File: src/rtl/lsu_pkg.sv
// lsu_pkg: shared mem_op encoding, FSM states and alignment predicate for the LSU
package lsu_pkg;
  localparam int OP_ST = 3;
  localparam int OP_UNS = 2;
  localparam logic [1:0] SZ_B = 2'b00;
  localparam logic [1:0] SZ_H = 2'b01;
  localparam logic [1:0] SZ_W = 2'b10;
  localparam logic [1:0] SZ_X = 2'b11;
  typedef enum logic [1:0] {IDLE, REQ, RESP} state_e;
  function automatic logic misaligned(input logic [1:0] size, input logic [1:0] a);
    return size == SZ_X || (size == SZ_H && a[0]) || (size == SZ_W && a != 2'b00);
  endfunction
endpackage

File: src/rtl/lsu_load_align.sv
// lsu_load_align: selects the addressed lane of a read word and sign/zero extends it
module lsu_load_align
  import lsu_pkg::*;
(
  input  logic [31:0] rdata,
  input  logic [1:0]  addr,
  input  logic [1:0]  size,
  input  logic        uns,
  output logic [31:0] data
);
  logic [7:0] b;
  logic [15:0] h;
  assign b = 8'(rdata >> {addr, 3'b000});
  assign h = addr[1] ? rdata[31:16] : rdata[15:0];
  assign data = size == SZ_B ? {{24{b[7] & ~uns}}, b}
              : size == SZ_H ? {{16{h[15] & ~uns}}, h}
              : rdata;
endmodule

File: src/rtl/lsu_mem_stage.sv
// lsu_mem_stage: single-outstanding load/store stage with alignment and bus-timeout faults
module lsu_mem_stage
  import lsu_pkg::*;
#(
  parameter int unsigned TIMEOUT_CYCLES = 255
) (
  input  logic        clk,
  input  logic        rst_n,
  input  logic        in_valid,
  output logic        in_ready,
  input  logic [31:0] alu_res,
  input  logic [31:0] store_data,
  input  logic [3:0]  mem_op,
  input  logic [4:0]  rd,
  output logic        out_valid,
  input  logic        out_ready,
  output logic        out_we,
  output logic [4:0]  out_rd,
  output logic [31:0] out_data,
  output logic        out_misaligned,
  output logic        out_bus_err,
  output logic        dmem_req,
  output logic        dmem_we,
  output logic [31:0] dmem_addr,
  output logic [3:0]  dmem_wmask,
  output logic [31:0] dmem_wdata,
  input  logic        dmem_ack,
  input  logic [31:0] dmem_rdata
);
  localparam int CW = TIMEOUT_CYCLES > 1 ? $clog2(TIMEOUT_CYCLES + 1) : 1;
  state_e state, state_n;
  logic [31:0] addr_q, sd_q, data_q, ld;
  logic [3:0] op_q, mask;
  logic [4:0] rd_q;
  logic mis_q, berr_q, timeout;
  logic [1:0] sz;
  logic [CW-1:0] cnt;
  assign sz = op_q[1:0];
  assign timeout = TIMEOUT_CYCLES != 0 && cnt + CW'(1) == CW'(TIMEOUT_CYCLES);
  lsu_load_align u_align (
    .rdata(dmem_rdata),
    .addr (addr_q[1:0]),
    .size (sz),
    .uns  (op_q[OP_UNS]),
    .data (ld)
  );
  always_comb begin
    state_n = state;
    case (state)
      IDLE: if (in_valid) state_n = misaligned(mem_op[1:0], alu_res[1:0]) ? RESP : REQ;
      REQ: if (dmem_ack || timeout) state_n = RESP;
      RESP: if (out_ready) state_n = IDLE;
      default: state_n = IDLE;
    endcase
  end
  always_ff @(posedge clk) begin
    if (!rst_n) begin
      state <= IDLE;
      addr_q <= '0;
      sd_q <= '0;
      op_q <= '0;
      rd_q <= '0;
      mis_q <= 1'b0;
      berr_q <= 1'b0;
      data_q <= '0;
      cnt <= '0;
    end else begin
      state <= state_n;
      if (state == IDLE && in_valid) begin
        addr_q <= alu_res;
        sd_q <= store_data;
        op_q <= mem_op;
        rd_q <= rd;
        mis_q <= misaligned(mem_op[1:0], alu_res[1:0]);
        berr_q <= 1'b0;
        data_q <= '0;
        cnt <= '0;
      end
      if (state == REQ) begin
        cnt <= cnt + CW'(1);
        if (dmem_ack) data_q <= op_q[OP_ST] ? '0 : ld;
        else if (timeout) berr_q <= 1'b1;
      end
    end
  end
  assign mask = sz == SZ_B ? 4'b0001 << addr_q[1:0] : sz == SZ_H ? (addr_q[1] ? 4'b1100 : 4'b0011) : 4'b1111;
  assign in_ready = state == IDLE;
  assign out_valid = state == RESP;
  assign out_we = out_valid & ~op_q[OP_ST] & ~mis_q & ~berr_q;
  assign out_rd = out_valid ? rd_q : '0;
  assign out_data = out_valid ? data_q : '0;
  assign out_misaligned = out_valid & mis_q;
  assign out_bus_err = out_valid & berr_q;
  assign dmem_req = state == REQ;
  assign dmem_we = dmem_req & op_q[OP_ST];
  assign dmem_addr = dmem_req ? {addr_q[31:2], 2'b00} : '0;
  assign dmem_wmask = dmem_we ? mask : '0;
  assign dmem_wdata = !dmem_we ? '0 : sz == SZ_B ? {4{sd_q[7:0]}} : sz == SZ_H ? {2{sd_q[15:0]}} : sd_q;
endmodule

File: config.mk
export PLATFORM = sky130hd
export DESIGN_NAME = lsu_mem_stage
export DESIGN_NICKNAME = d
export VERILOG_FILES = /design/src/rtl/lsu_pkg.sv /design/src/rtl/lsu_load_align.sv /design/src/rtl/lsu_mem_stage.sv
export SDC_FILE = /design/constraint.sdc
export NUM_CORES = 1
export LEC_CHECK = 0
export ABC_AREA = 1
export CAP_MARGIN = 10
export CORE_MARGIN = 3
export CORE_UTILIZATION = 41
export DETAILED_ROUTE_END_ITERATION = 10
export GPL_TIMING_DRIVEN = 0
export PLACE_DENSITY = 0.76
export REMOVE_ABC_BUFFERS = 1
export SLEW_MARGIN = 0
export SYNTH_ARGS = -nofsm -noshare
export SYNTH_HDL_FRONTEND = slang
export SYNTH_SLANG_ARGS = --single-unit
export TNS_END_PERCENT = 10
File: constraint.sdc
create_clock -name clk -period 1.5 [get_ports clk]
set_input_delay 0.15 -clock clk [delete_from_list [all_inputs] [get_ports clk]]
set_output_delay 0.15 -clock clk [all_outputs]
set_load 0.05 [all_outputs]
**Word-level counts from Yosys, hierarchy flattened**

Cells that the tools add are included.

- Add/sub/neg operators: 1
- Bitwise operators: 12
- Reduce and logical (&&, ||, !) cells: 11
- Equality and inequality tests: 10
- Multiplexer cells: 28
- Shift operators: 2

Operators with widths:

| kind | number |
|---|---|
| $mux W32 | 11 |
| $shr A32 B5 Y8 | 1 |
| $mux W16 | 1 |
| $mux W4 | 4 |
| $mux W8 | 2 |
| $add A8 B1 Y8 const B | 1 |
| $and A1 B1 Y1 | 8 |
| $eq A8 B8 Y1 const B | 1 |
| $mux W2 | 4 |
| $eq A2 B1 Y1 const B | 3 |
| $eq A2 B2 Y1 const B | 3 |
| $pmux W2 S3 | 1 |
| $mux W5 | 1 |
| $logic_not A2 Y1 | 2 |
| $mux W1 | 4 |
| $ne A2 B1 Y1 const B | 2 |
| $not A1 Y1 | 4 |
| $reduce_bool A2 Y1 | 2 |
| $shl A1 B2 Y4 const A | 1 |
| $logic_and A1 B1 Y1 | 3 |
| $logic_or A1 B1 Y1 | 3 |
| $reduce_and A3 Y1 | 1 |
| $ne A2 B2 Y1 const B | 1 |

- Flip-flop bits (word level): 117
- Logic and storage cells: 73
- Output and inout bits: 112

**Longest topological paths before layout**

Gate-level depths: netlist of run 1.

- Depth in word-level cells: 7
- Gate-level depth with buffers: 12

**By module**

A second synthesis of run 1 with hierarchy kept.

- Cells, all modules: 1,040
- Area, all modules: 6,442.4 um2

By module, submodules not included:

| module | cells an instance | instances | sequential area each (um2) | area each (um2) |
|---|---|---|---|---|
| lsu_mem_stage | 794 | 1 | 2,342.2 | 5,320.1 |
| lsu_load_align | 246 | 1 | 0.0 | 1,122.3 |

**Worst setup path before layout of run 1**

OpenSTA, ideal clock, no wires.

- Kind: reg-to-output
- Start point: reg state[1]
- End point: out out_we
- Buffers on the path: 1
- Data arrival time: 3.039 ns
- Required time: 1.350 ns
- Cell stages (with the launch flop): 6
- Setup slack: -1.689 ns
- Path through: dfxtp_1 > inv_1 > nor2_1 > inv_1 > clkbuf_1 > nor4_1

- Cells in the longest elaborated chain, start to end: 4

Ends and longest elaborated chain:

| element | line | RTL |
|---|---|---|
| start: declaration | lsu_mem_stage.sv:31 | `state_e state, state_n;` |
| start signal: assignment | lsu_mem_stage.sv:68 | `state <= state_n;` |
| $eq A2 B2 Y1 | lsu_mem_stage.sv:88 | `assign out_valid = state == RESP;` |
| via out_valid | lsu_mem_stage.sv:15 | `output logic out_valid,` |
| $and A1 B1 Y1 (3 in a row) | lsu_mem_stage.sv:89 | `assign out_we = out_valid & ~op_q[OP_ST] & ~mis_q & ~berr_q;` |
| end: declaration | lsu_mem_stage.sv:17 | `output logic out_we,` |

The timed path passes the listed nets, and every way through them passes these cells.

**Worst setup path in the final report of run 1**

- Start point: reg state[0]
- End point: out dmem_wdata[17]

- Cells in the longest elaborated chain, start to end: 3

Ends and longest elaborated chain:

| element | line | RTL |
|---|---|---|
| $eq A2 B1 Y1 | lsu_mem_stage.sv:94 | `assign dmem_req = state == REQ;` |
| $and A1 B1 Y1 | lsu_mem_stage.sv:95 | `assign dmem_we = dmem_req & op_q[OP_ST];` |
| $mux W32 | lsu_mem_stage.sv:98 | `assign dmem_wdata = !dmem_we ? '0 : sz == SZ_B ? {4{sd_q[7:0]}} : sz == SZ_H ? {2{sd_q[15:0]}} : sd_q;` |
| end: declaration | lsu_mem_stage.sv:26 | `output logic [31:0] dmem_wdata,` |

Every way passes these cells.

==> run summary, run 1 <==
Status -> finished, violations left
Failing checks -> negative setup slack
Routed wire length -> 21.8 mm
Mux share of post-synthesis cell area -> 0
Drt wl/cell -> 16.4 µm
Final hold slack -> 0.190 ns
GR Overflow Total -> 0
CP Max Fanout -> 14
Most frequent cells in the layout -> 145 x nand2_1, 109 x nor2_1, 108 x clkdlybuf4s50_1
Cell Pwr Density -> 1050 nW/µm²
Number of non-filler instances in the completed layout -> 1331
Reg-to-reg slack, setup -> -0.29 ns
Top Ports -> 222
Number of buffers created by CTS -> 17
All-Layer GR Usage -> 0.266
Fillers -> 1135
Fin nets -> 1249
Initial antenna violation count -> 0
Std-Cell Rows -> 43
Cell area after synthesis -> 5960 µm²
Initial core utilization -> 0.425
#FFs+latches synth -> 117
Max-cap violation count -> 0
Most common cell after layout, fill and taps aside -> nand2_1
Final Max Tran Viols -> 0
CP startpoint kind -> flip-flop
Die Span Y -> 127 µm
Die area -> 16000 µm²
Vias in the first global route -> 6647
Reg area -> 2370 µm²
Post-Syn Instances -> 922
Synth Area in Compound Gates -> 0.185
DRC -> 0
First-pass GRT wire length -> 34.1 mm
Core area -> 14000 µm²
Clock sink total -> 117
Post-DP HPWL -> 13.3 mm
Final Hold Vio Count -> 0
Clock latency on the worst-skew pair -> 0.42 ns
Hold buffers post-CTS -> 0
Worst Hold Class -> input port to flip-flop
Die X -> 127 µm
Max clock buf depth -> 2
Setup_tns -> -52.38 ns
Slowest cell on crit path -> dfxtp_4
Htree depth -> 4
Kind of critical path -> flip-flop to output pin
Layout cell share with drive strength beyond 1 -> 0.260
Synth Area in Simple Gates -> 0.301
DRT Pass-1 Iters -> 5
Setup ws final -> -0.462 ns
Post-layout util -> 0.706
CTS tree -> yes
Worst setup EP type -> output pin
Worst Path Arrival -> 1.81 ns
Leak -> 0.00379 µW
Detail Route Antenna Nets -> 0
CTS Root Cell -> clkbuf_16
Synth cell types -> 30
Sequential fraction of the synthesis area -> 0.393
Final Wtd Congestion -> 0.831
Avg Cell Area, Syn -> 6.47 µm²
Adder-Cell Fraction of Synth Area -> 0.00420
Worst-path cell chain -> inv_4 > nor2_4 > buf_12 > clkinv_16 > nor2_4 > buf_12 > inv_16 > a21oi_4 > buf_8
Placed cell count -> 1266
DP Area -> 8220 µm²
Slowest cell delay on critical path -> 0.37 ns
Synth Warn # -> 0
P&R area growth vs syn -> 66.3%
Fin crit share -> 1.31
Buffers on Ports -> 219
Clock transition at path regs -> 0.06 ns
CP Data Required Time -> 1.35 ns
Multi-input gate area -> 3350 µm²
Clk_skew -> 0.0104 ns
Vias/cell -> 5.19
1st-iter DRT viols -> 419
VDD IR max -> 0.833 mV
CP bufs+invs -> 6
Dominant combinational cell family by area after synthesis -> simple AND/OR/NAND/NOR gates
Largest net degree at the start of global routing -> 86
Max Clk Rate -> 510 MHz
Min Tclk post-route -> 1.96 ns
Post-Synth XOR/XNOR Area -> 0
Via count -> 6914
Design Area, Final -> 9910 µm²
Top Family by Delay on Critical Path -> buffers and inverters
# setup viols final -> 202
RSZ-0062 raised after global routing -> true
-- worst register-to-register path, stage by stage (launching register included) --
cell and delay, ns:
dfxtp_4 0.37, buf_4 0.12, nor2_4 0.06, nand2_8 0.23, buf_16 0.35, inv_16 0.12, nor2_4 0.21, nor2_1 0.06
a211oi_1 0.17
-- per-layer routing --
| metal | vias to the layer above | track usage | part of all wire |
|---|---|---|---|
| met5 | - | 0 | 0 |
| met4 | 0 | 0.102 | 0.026 |
| met3 | 44 | 0.109 | 0.11 |
| met2 | 294 | 0.434 | 0.48 |
| met1 | 3179 | 0.312 | 0.39 |
| li1 | 3397 | - | - |
-- registers in the layout, summed over array words and instances, names as in the netlist --
name	flops
cnt	8
sd_q	32
mis_q	1
berr_q	1
rd_q	5
state	2
addr_q	32
data_q	32
op_q	4
-- area by class of cell --
class,instances,share of cell area
Antenna cell,1,0.000252
Clock buffer,18,0.0443
Clock inverter,14,0.0210
Inverter,117,0.0523
Multi-Input combinational cell,631,0.338
Sequential cell,117,0.239
Tap cell,180,0.0227
Timing Repair Buffer,250,0.280
Timing Repair inverter,3,0.00303
-- path summary, 6_finish.rpt --
kind	start	end	depth (start not counted)
min	rst_n	addr_q[16]	3
max reg2reg	state[0]	cnt[0]	8
max	state[0]	dmem_wdata[17]	9
min reg2reg	addr_q[24]	addr_q[24]	2
-- cells in the mapped netlist (all sizes together) --
cell type	instances	area [µm²]
nand2	150	566
a211oi	2	15.0
or2	16	100
o211ai	10	75.1
a21boi	1	18.8
nand4	26	163
clkinv	1	3.75
dfxtp	117	2340
nand3	59	295
ha	2	25.0
a21oi	107	536
buf	14	83.8
nor2	164	662
clkbuf	46	173
o22ai	2	18.8
o21bai	2	15.0
nor4	1	6.26
inv	116	435
conb	1	3.75
o21ai	85	425
-- where the power goes --
part | switching (µW) | internal [µW]
logic | 1520 | 897
clock network | 1500 | 2980
registers | 168 | 3380
total | 3190 | 7260
-- cells by family after synthesis --
logic type,count (synthesis)
DFF,117
other,1
adders and majority gates,2
AOI/OAI and AO/OA,209
buffers and inverters,177
and+or+nand+nor,416
-- metrics by stage --
step                      worst slack, ns  total power (µW)
final                              -0.462             10400
after CTS                          -0.497             10300
after global placement              -4.78              5510
after global routing               -0.532             10900
after detailed placement            -1.70              5590
after floorplan                     -3.00              4730
-- what timing repair did --
| action | CTS | global route |
|---|---|---|
| gates cloned | 5 | 0 |
| hold endpoints to repair | 0 | 0 |
| buffers inserted | 23 | 4 |
| setup endpoints to repair | 227 | 206 |
| pin swaps | 5 | 7 |
| gates resized for setup | 840 | 133 |
Note: power is estimated with default switching activity, not from simulation.
==> run 2: changes to the inputs <==
--- a/config.mk
+++ b/config.mk
@@ -6,7 +6,7 @@
 export NUM_CORES = 1
 export LEC_CHECK = 0
 export ABC_AREA = 1
-export CAP_MARGIN = 10
+export CAP_MARGIN = 20
 export CORE_MARGIN = 3
 export CORE_UTILIZATION = 41
 export DETAILED_ROUTE_END_ITERATION = 10
==> run summary, run 2 (synthesis gave the netlist of run 1 again) <==
Largest regs -> addr_q: 32 flops, data_q: 32 flops, sd_q: 32 flops
Clock transition at path regs -> 0.05 ns
1st-iter DRT viols -> 581
Most common cell after layout, fill and taps aside -> nand2_1
Detail Route Antenna Nets -> 0
Max-Slew Margin vs Limit -> 0.518
Min Tclk post-route -> 1.98 ns
Vias/cell -> 5.27
Cell Pwr Density -> 1060 nW/µm²
Worst Hold Launch -> rst_n
# setup viols final -> 144
Via count -> 7066
CP Max Fanout -> 28
Largest net degree at the start of global routing -> 86
Slowest cell on crit path -> dfxtp_4
Std-Cell Rows -> 43
Die area -> 16000 µm²
Dpl ws -> -1.72 ns
CTS tree -> yes
Initial core utilization -> 0.425
Placed cell count -> 1266
GR Overflow Total -> 0
Most frequent cells in the layout -> 146 x nand2_1, 108 x dfxtp_1, 107 x clkdlybuf4s50_1
Core area -> 14000 µm²
Fin crit share -> 1.32
Seq pwr share -> 0.337
Psw -> 3290 µW
Number of buffers created by CTS -> 17
Clock latency on the worst-skew pair -> 0.42 ns
Ant. Diodes -> 0
Fraction of power spent switching nets -> 0.313
Slew @ Worst Pin -> 0.722 ns
First-pass GRT wire length -> 33.6 mm
Final Wtd Congestion -> 0.831
Failing checks -> negative setup slack
CP bufs+invs -> 6
Final hold slack -> 0.203 ns
Max Clk Rate -> 505 MHz
Setup ws final -> -0.480 ns
Top Family by Delay on Critical Path -> buffers and inverters
Vias in the first global route -> 6599
P&R area growth vs syn -> 67.2%
All-Layer GR Usage -> 0.264
Htree depth -> 4
Max clock buf depth -> 2
CP startpoint kind -> flip-flop
Combinational power share -> 0.250
Routed wire length -> 23.2 mm
CTS Root Cell -> clkbuf_16
Max-cap violation count -> 0
Clock sink total -> 117
Final Max Tran Viols -> 0
Buffers on Ports -> 219
Number of non-filler instances in the completed layout -> 1341
Worst-path cell chain -> inv_2 > nor2_4 > buf_12 > inv_12 > nor2_4 > buf_6 > inv_12 > nor2_1 > buf_6
Status -> finished, violations left
Layout cell share with drive strength beyond 1 -> 0.274
Die X -> 127 µm
Critical Path Source -> state[0]
Worst Hold Class -> input port to flip-flop
Post-DP HPWL -> 13.3 mm
Clk pwr share -> 0.414
Worst Path Arrival -> 1.83 ns
R2R Path Start -> state[0]
Leak -> 0.00388 µW
Setup_tns -> -41.11 ns
Pint -> 7240 µW
Slowest cell delay on critical path -> 0.37 ns
Initial antenna violation count -> 0
Clk_skew -> 0.00549 ns
Fin nets -> 1260
Kind of critical path -> flip-flop to output pin
Design Area, Final -> 9970 µm²
Worst setup EP type -> output pin
Final Hold Vio Count -> 0
Die Span Y -> 127 µm
CP Data Required Time -> 1.35 ns
DRC -> 0
DP Area -> 8220 µm²
Drt wl/cell -> 17.3 µm
RSZ-0062 raised after global routing -> true
Top Ports -> 222
VDD IR max -> 0.726 mV
DRT Pass-1 Iters -> 5
==> run 2: repair_timing <==
item                       4_1_cts  5_1_grt
hold buffers                     0        0
setup buffers                   21       12
setup endpoints to repair      227      212
cloned                           4        6
pin swaps                        7       10
resized for setup              699      248
==> run 2: worst paths after layout <==
path | cells past startpoint | end | slack (ns)
hold / removal | 3 | sd_q[6] | 0.20
setup / recovery | 9 | dmem_wdata[15] | -0.48
setup reg to reg | 11 | data_q[8] | -0.30
hold reg to reg | 2 | addr_q[29] | 0.45
==> run 2: stage by stage <==
stage          utilization  power [µW]
6_report             0.710       10500
5_1_grt              0.710       10900
4_1_cts              0.662       10100
3_5_place_dp         0.586        5590
3_3_place_gp         0.579        5510
2_1_floorplan            -        4730
==> run 2: metal layers <==
layer	vias to the layer above	global-route usage	share of wire
met2	385	0.427	0.47
met1	3206	0.306	0.37
met4	0	0.102	0.036
met5	-	0	0
met3	54	0.119	0.13
li1	3421	-	-
==> run 2: power groups by stage <==
stage,logic [µW],registers (µW),clock network (µW)
2_1_floorplan,1170,3560,0
3_3_place_gp,1910,3600,0
3_5_place_dp,1980,3610,0
4_1_cts,2220,3540,4380
5_1_grt,2840,3570,4540
6_report,2630,3550,4360
==> run 2: layout make-up <==
cell class | count | area [µm²]
clock buffers | 19 | 453
repair inverters | 3 | 30.0
inverters | 117 | 505
clock inverters | 13 | 180
multi-input cells | 633 | 3360
well taps | 180 | 225
repair buffers | 259 | 2850
fillers | 1143 | 4070
flip-flops and latches | 117 | 2370
==> run 2: worst min-delay path, delay by kind of cell <==
family / cells / cell delay (ns)
buffers and inverters: 1 / 0.26
AO/OA/AOI/OAI: 2 / 0.15
